### config.mk
export PLATFORM = sky130hd
export DESIGN_NAME = lcd_frame_writer
export DESIGN_NICKNAME = d
export VERILOG_FILES = /design/src/rtl/lcd_frame_writer.sv
export SDC_FILE = /design/constraint.sdc
export NUM_CORES = 1
export LEC_CHECK = 0
export ABC_AREA = 1
export BUFFER_PORTS_ARGS = -buffer_cell sky130_fd_sc_hd__buf_4
export CORE_MARGIN = 2
export CORE_UTILIZATION = 57
export DETAILED_ROUTE_END_ITERATION = 10
export PLACE_DENSITY = 0.86
export SLEW_MARGIN = 20
export SYNTH_ARGS = -nofsm -noshare
export SYNTH_HDL_FRONTEND = slang
export SYNTH_SLANG_ARGS = --single-unit
### constraint.sdc
create_clock -name clk_in -period 2.5 [get_ports clk_in]
set_clock_uncertainty 0.1 [all_clocks]
set_input_delay 0.125 -clock clk_in [delete_from_list [all_inputs] [get_ports clk_in]]
set_output_delay 0.125 -clock clk_in [all_outputs]
set_load 0.005 [all_outputs]
### src/rtl/lcd_frame_writer.sv
// Pixel stream to double-buffered framebuffer writer: tracks screen x/y from the
// PPU strobes, writes each pixel into the back bank and swaps banks per full frame.
module lcd_frame_writer #(
  parameter int unsigned WIDTH  = 160,
  parameter int unsigned HEIGHT = 144,
  parameter int unsigned ADDR_W = 16
) (
  input  logic              clk_in,
  input  logic              rst_in,
  input  logic [1:0]        pixel_in,
  input  logic              pixel_valid_in,
  input  logic              hblank_in,
  input  logic              vblank_in,
  input  logic              lcd_on_in,
  output logic [ADDR_W-1:0] fb_addr_out,
  output logic [1:0]        fb_data_out,
  output logic              fb_we_out,
  output logic              front_buf_out,
  output logic              frame_done_out,
  output logic [7:0]        x_out,
  output logic [7:0]        y_out,
  output logic              short_line_out,
  output logic              overrun_out
);

  localparam logic [1:0] WAIT_FRAME = 2'd0;
  localparam logic [1:0] ACTIVE     = 2'd1;
  localparam logic [1:0] LINES_DONE = 2'd2;

  localparam int unsigned       BANK_SIZE  = WIDTH * HEIGHT;
  localparam logic [7:0]        X_END      = 8'(WIDTH);
  localparam logic [7:0]        Y_END      = 8'(HEIGHT);
  localparam logic [ADDR_W-1:0] LINE_STEP  = ADDR_W'(WIDTH);
  localparam logic [ADDR_W-1:0] BANK1_BASE = ADDR_W'(BANK_SIZE);

  logic [1:0]        state, state_d;
  logic              hblank_q, vblank_q;
  logic              hb_rise, vb_rise, vb_fall;
  logic [ADDR_W-1:0] line_base, line_base_d;
  logic [ADDR_W-1:0] back_base;
  logic [7:0]        x_d, y_d, x_acc;
  logic [ADDR_W-1:0] fb_addr_d;
  logic [1:0]        fb_data_d;
  logic              fb_we_d;
  logic              front_d, frame_done_d, short_d, overrun_d;

  assign hb_rise   = hblank_in & ~hblank_q;
  assign vb_rise   = vblank_in & ~vblank_q;
  assign vb_fall   = ~vblank_in & vblank_q;
  assign back_base = front_buf_out ? '0 : BANK1_BASE;

  // State, counters, flags and the registered RAM write port
  always_ff @(posedge clk_in or posedge rst_in) begin
    if (rst_in) begin
      state          <= WAIT_FRAME;
      hblank_q       <= 1'b0;
      vblank_q       <= 1'b0;
      line_base      <= '0;
      x_out          <= '0;
      y_out          <= '0;
      fb_addr_out    <= '0;
      fb_data_out    <= '0;
      fb_we_out      <= 1'b0;
      front_buf_out  <= 1'b0;
      frame_done_out <= 1'b0;
      short_line_out <= 1'b0;
      overrun_out    <= 1'b0;
    end else begin
      state          <= state_d;
      hblank_q       <= hblank_in;
      vblank_q       <= vblank_in;
      line_base      <= line_base_d;
      x_out          <= x_d;
      y_out          <= y_d;
      fb_addr_out    <= fb_addr_d;
      fb_data_out    <= fb_data_d;
      fb_we_out      <= fb_we_d;
      front_buf_out  <= front_d;
      frame_done_out <= frame_done_d;
      short_line_out <= short_d;
      overrun_out    <= overrun_d;
    end
  end

  // Next-state and next-output logic
  always_comb begin
    state_d      = state;
    line_base_d  = line_base;
    x_d          = x_out;
    y_d          = y_out;
    x_acc        = x_out;
    fb_addr_d    = fb_addr_out;
    fb_data_d    = fb_data_out;
    fb_we_d      = 1'b0;
    front_d      = front_buf_out;
    frame_done_d = 1'b0;
    short_d      = short_line_out;
    overrun_d    = overrun_out;

    if (!lcd_on_in) begin
      // LCD off abandons the frame; the front bank stays on display
      state_d     = WAIT_FRAME;
      x_d         = '0;
      y_d         = '0;
      line_base_d = '0;
    end else begin
      case (state)
        WAIT_FRAME: begin
          x_d         = '0;
          y_d         = '0;
          line_base_d = '0;
          if (pixel_valid_in) overrun_d = 1'b1;
          if (vb_fall) state_d = ACTIVE;
        end

        ACTIVE: begin
          if (pixel_valid_in) begin
            if (x_out < X_END) begin
              fb_we_d   = 1'b1;
              fb_addr_d = back_base + line_base + ADDR_W'(x_out);
              fb_data_d = pixel_in;
              x_acc     = x_out + 8'd1;
            end else begin
              overrun_d = 1'b1;
            end
          end
          x_d = x_acc;

          // Line end sees the pixel accepted in the same cycle
          if (hb_rise) begin
            if (x_acc != X_END) short_d = 1'b1;
            x_d         = '0;
            y_d         = y_out + 8'd1;
            line_base_d = line_base + LINE_STEP;
            if (y_d == Y_END) state_d = LINES_DONE;
          end

          if (vb_rise) begin
            if (state_d == LINES_DONE) begin
              front_d      = ~front_buf_out;
              frame_done_d = 1'b1;
            end else begin
              short_d = 1'b1;
            end
            state_d     = WAIT_FRAME;
            x_d         = '0;
            y_d         = '0;
            line_base_d = '0;
          end
        end

        LINES_DONE: begin
          if (pixel_valid_in) overrun_d = 1'b1;
          if (vb_rise) begin
            front_d      = ~front_buf_out;
            frame_done_d = 1'b1;
            state_d      = WAIT_FRAME;
            x_d          = '0;
            y_d          = '0;
            line_base_d  = '0;
          end
        end

        default: begin
          state_d     = WAIT_FRAME;
          x_d         = '0;
          y_d         = '0;
          line_base_d = '0;
        end
      endcase
    end
  end

endmodule
==> flow_metrics.env <==
export IMPL_status="finished clean"
export IMPL_slew_headroom_pct=71.9
export IMPL_cts_sinks=54
export IMPL_viasPerCell=5.39
export IMPL_cts_buffers=5
export IMPL_rrSetupSlack_ns=0.39
export IMPL_slew_violations=0
export IMPL_synth_top_family_by_area="simple AND/OR/NAND/NOR gates"
export IMPL_pwr_share_comb_pct=23.6
export IMPL_ctsHtreeMaxLevel=2
export IMPL_cts_root_buf="clkbuf_8"
export IMPL_critPathKind="reg -> reg"
export IMPL_setup_viol=0
export IMPL_yosysMostFrequentCell="nand2_1"
export IMPL_io_buffer_count=46
export IMPL_antenna_found_initial=0
export IMPL_drt_iter0_drc=185
export IMPL_synthSimpleGateAreaFrac_pct=28.1
export IMPL_ys_ff_latch=54
export IMPL_yosysTopAreaCellShare_pct=43.0
export IMPL_crit_path_start_kind="flop"
export IMPL_synth_area_um2=3140
export IMPL_dp_hpwl_mm=4.96
export IMPL_syn_inst=400
export IMPL_die_x_um=78.2
export IMPL_place_congestion=0.846
export IMPL_min_period_ns=2.11
export IMPL_crit_family="compound AO/OA/AOI/OAI gates"
export IMPL_drc=0
export IMPL_grt_pass1_wl_mm=11.6
export IMPL_synthMuxAreaShare_pct=0
export IMPL_cp_data_arrival_time_ns=2.20
export IMPL_ir_drop_mv=0.293
export IMPL_yosysWarnings=0
export IMPL_pwr_density_cell_nw_per_um2=521
export IMPL_vias=2843
export IMPL_diodes=0
export IMPL_avgSynthCellArea_um2=7.85
export IMPL_syn_nets=421
export IMPL_yosysUniqueCellTypes=41
export IMPL_async_flop_share_pct=100
export IMPL_wl_mm=6.59
export IMPL_crit_chain="inv_1, ha_1, nand3_1, inv_1, a21oi_4, inv_4, nor2_1, nand2_1, o21ai_0, a21oi_1"
export IMPL_p_sw_share_pct=29.8
export IMPL_maxCapViolCount=0
export IMPL_crit_buf_inv=3
export IMPL_ys_seq_area_share_pct=43.0
export IMPL_rows=27
export IMPL_hold_path_class="in -> reg"
export IMPL_worstMarginPinSlew_ns=0.421
export IMPL_whs_ns=0.163
export IMPL_synthTopCellsByCount="111 x nand2_1, 54 x dfrtp_1, 42 x inv_1, 26 x nand3_1, 26 x nor2_1"
export IMPL_rsz0062_at_grt="false"
export IMPL_p_seq_share_pct=52.3
export IMPL_cts_tree="built"
export IMPL_grt_max_degree=33
export IMPL_area_delta_synth_final_pct=17.2
export IMPL_path_clk_slew_ns=0.10
export IMPL_synth_xor_area_share_pct=1.95
export IMPL_yosys_area_share_adder_pct=5.18
export IMPL_synth_compound_area_share_pct=13.3
export IMPL_power_internal_mw=1.35
export IMPL_worstSkewPairLatency_ns=0.31
export IMPL_drt_first_pass_iters=5
export IMPL_power_switching_uw=570
export IMPL_ant_nets=0
export IMPL_synth_edff_count=0
export IMPL_leakage_nw=1.74
export IMPL_cp_required_ns=2.60
export IMPL_p_clk_share_pct=24.1
export IMPL_final_net_count=476
export IMPL_synthTopCellsByArea="dfrtp_1 43%, nand2_1 13%, ha_1 5.2%"
export IMPL_wire_per_inst_um=12.5
export IMPL_cpMaxStageDelayCell="dfrtp_1"
export IMPL_grt_usage_pct=23.4
export IMPL_critPathCaptureType="flop"
export IMPL_crit_fanout=13
export IMPL_ys_flop_type="dfrtp_1"
export IMPL_cpPeakStageDelay_ns=0.47
export IMPL_core_area_um2=5410
export IMPL_grt_pass1_vias=2671
export IMPL_hold_violations=0
export IMPL_cts_buffer_depth=2
export IMPL_cp_common_cell="inv_1"
export IMPL_drive_gt1_share_pct=20.0
export IMPL_io_pin_count=47
export IMPL_fp_dieH_um=78.2
export IMPL_start_util_pct=58.1
export IMPL_fmax_ghz=0.475
export IMPL_yosysTopAreaCell="dfrtp_1"
export IMPL_min_period_over_period_pct=84.2
export IMPL_dieArea_um2=6120
export IMPL_grt_overflow=0
export IMPL_setup_tns_final_ns=0
## final timing paths
check	start	end	depth (start not counted)
worst max-delay path	state[0]	line_base[10]	10
worst min-delay path	pixel_valid_in	x_out[4]	4
worst max register to register	state[0]	line_base[10]	10
worst min register to register	short_line_out	short_line_out	2
max in group asynchronous	rst_in	line_base[13]	4
min in group asynchronous	rst_in	fb_addr_out[1]	4
## flip-flops by register name (all words and copies together), names as in the netlist, 2 cells and up
name	cells
line_base	11
state	2
fb_addr_out	16
x_out	8
fb_data_out	2
y_out	8
## through the flow
| step | instance area, um^2 | power, mW | utilization (%) | setup WS (ns) | instances |
|---|---|---|---|---|---|
| after floorplan | 3140 | 1.29 | - | 0.644 | 400 |
| after global placement | 3540 | 1.45 | 65.6 | 0.536 | 514 |
| after detailed placement | 3540 | 1.46 | 65.6 | 0.419 | 514 |
| after CTS | 3680 | 1.94 | 68.1 | 0.406 | 527 |
| after global routing | 3680 | 2.04 | 68.1 | 0.204 | 527 |
| final | 3680 | 1.92 | 68.1 | 0.394 | 527 |
## layout by cell type, fill, tap and decap left out, types with 2 or more instances in the layout
cell type / Yosys / routed
clkbuf_1: 0 / 2
clkbuf_8: 0 / 5
nor2_4: 2 / 2
dlygate4sd3_1: 0 / 6
nand4_1: 3 / 3
inv_4: 2 / 2
inv_1: 42 / 41
xor2_1: 5 / 5
nor3_2: 2 / 2
nor2_2: 7 / 7
o211ai_1: 3 / 3
ha_1: 13 / 13
o21bai_1: 2 / 2
inv_2: 9 / 10
nand2_2: 4 / 4
a21oi_1: 12 / 12
nor3_1: 5 / 5
o31ai_1: 2 / 2
xnor2_1: 2 / 2
nor2_1: 26 / 26
o21ai_1: 17 / 17
o22ai_1: 11 / 11
nand3_1: 26 / 26
o21ai_0: 15 / 15
or2_2: 2 / 2
nand2_1: 111 / 111
nand3_2: 2 / 2
buf_4: 1 / 50
dfrtp_1: 54 / 54
## per-layer routing
metal	track usage, %	vias to the layer above	wire length (um)
li1	-	1420	-
met1	29.7	1306	2880
met2	40.7	101	3230
met3	4.14	16	362
met4	7.19	0	115
met5	0	-	0
## cell type report
cell class                 instances  area, um^2
timing repair buffer              56         435
clock buffer                       7        76.3
fill                             441        1730
multi-input combinational        285        1520
tap                               72        90.1
inverter                          53         204
sequential                        54        1350
## worst reg2reg max path, delay by kind of cell, from the launching register on
family / cells / cell delay, ns
buffers and inverters: 3 / 0.34
adder cells (fa/ha/maj): 1 / 0.25
AND/OR/NAND/NOR: 3 / 0.34
AO/OA/AOI/OAI: 3 / 0.51
flip-flops: 1 / 0.47
## power groups by stage
stage	registers [mW]	logic [mW]	clock network (mW)
6_report	1.00	0.452	0.462
5_1_grt	1.01	0.514	0.510
4_1_cts	1.00	0.457	0.480
3_5_place_dp	1.02	0.445	0
3_3_place_gp	1.01	0.437	0
2_1_floorplan	1.02	0.270	0
## repair_timing
| action | CTS | global route |
|---|---|---|
| hold endpoints to repair | 59 | 0 |
| resized for setup | 0 | 0 |
| buffers inserted | 0 | 0 |
| hold buffers | 6 | 0 |
## cells by family (layout without fill, tap and decap cells)
group / after synthesis / count (layout)
DFF: 54 / 54
adders and majority gates: 13 / 13
AOI/OAI and AO/OA: 69 / 69
and+or+nand+nor: 196 / 196
buffers and inverters: 61 / 116
xor gates and xnor gates: 7 / 7
Note: power is estimated with default switching activity, not from simulation.
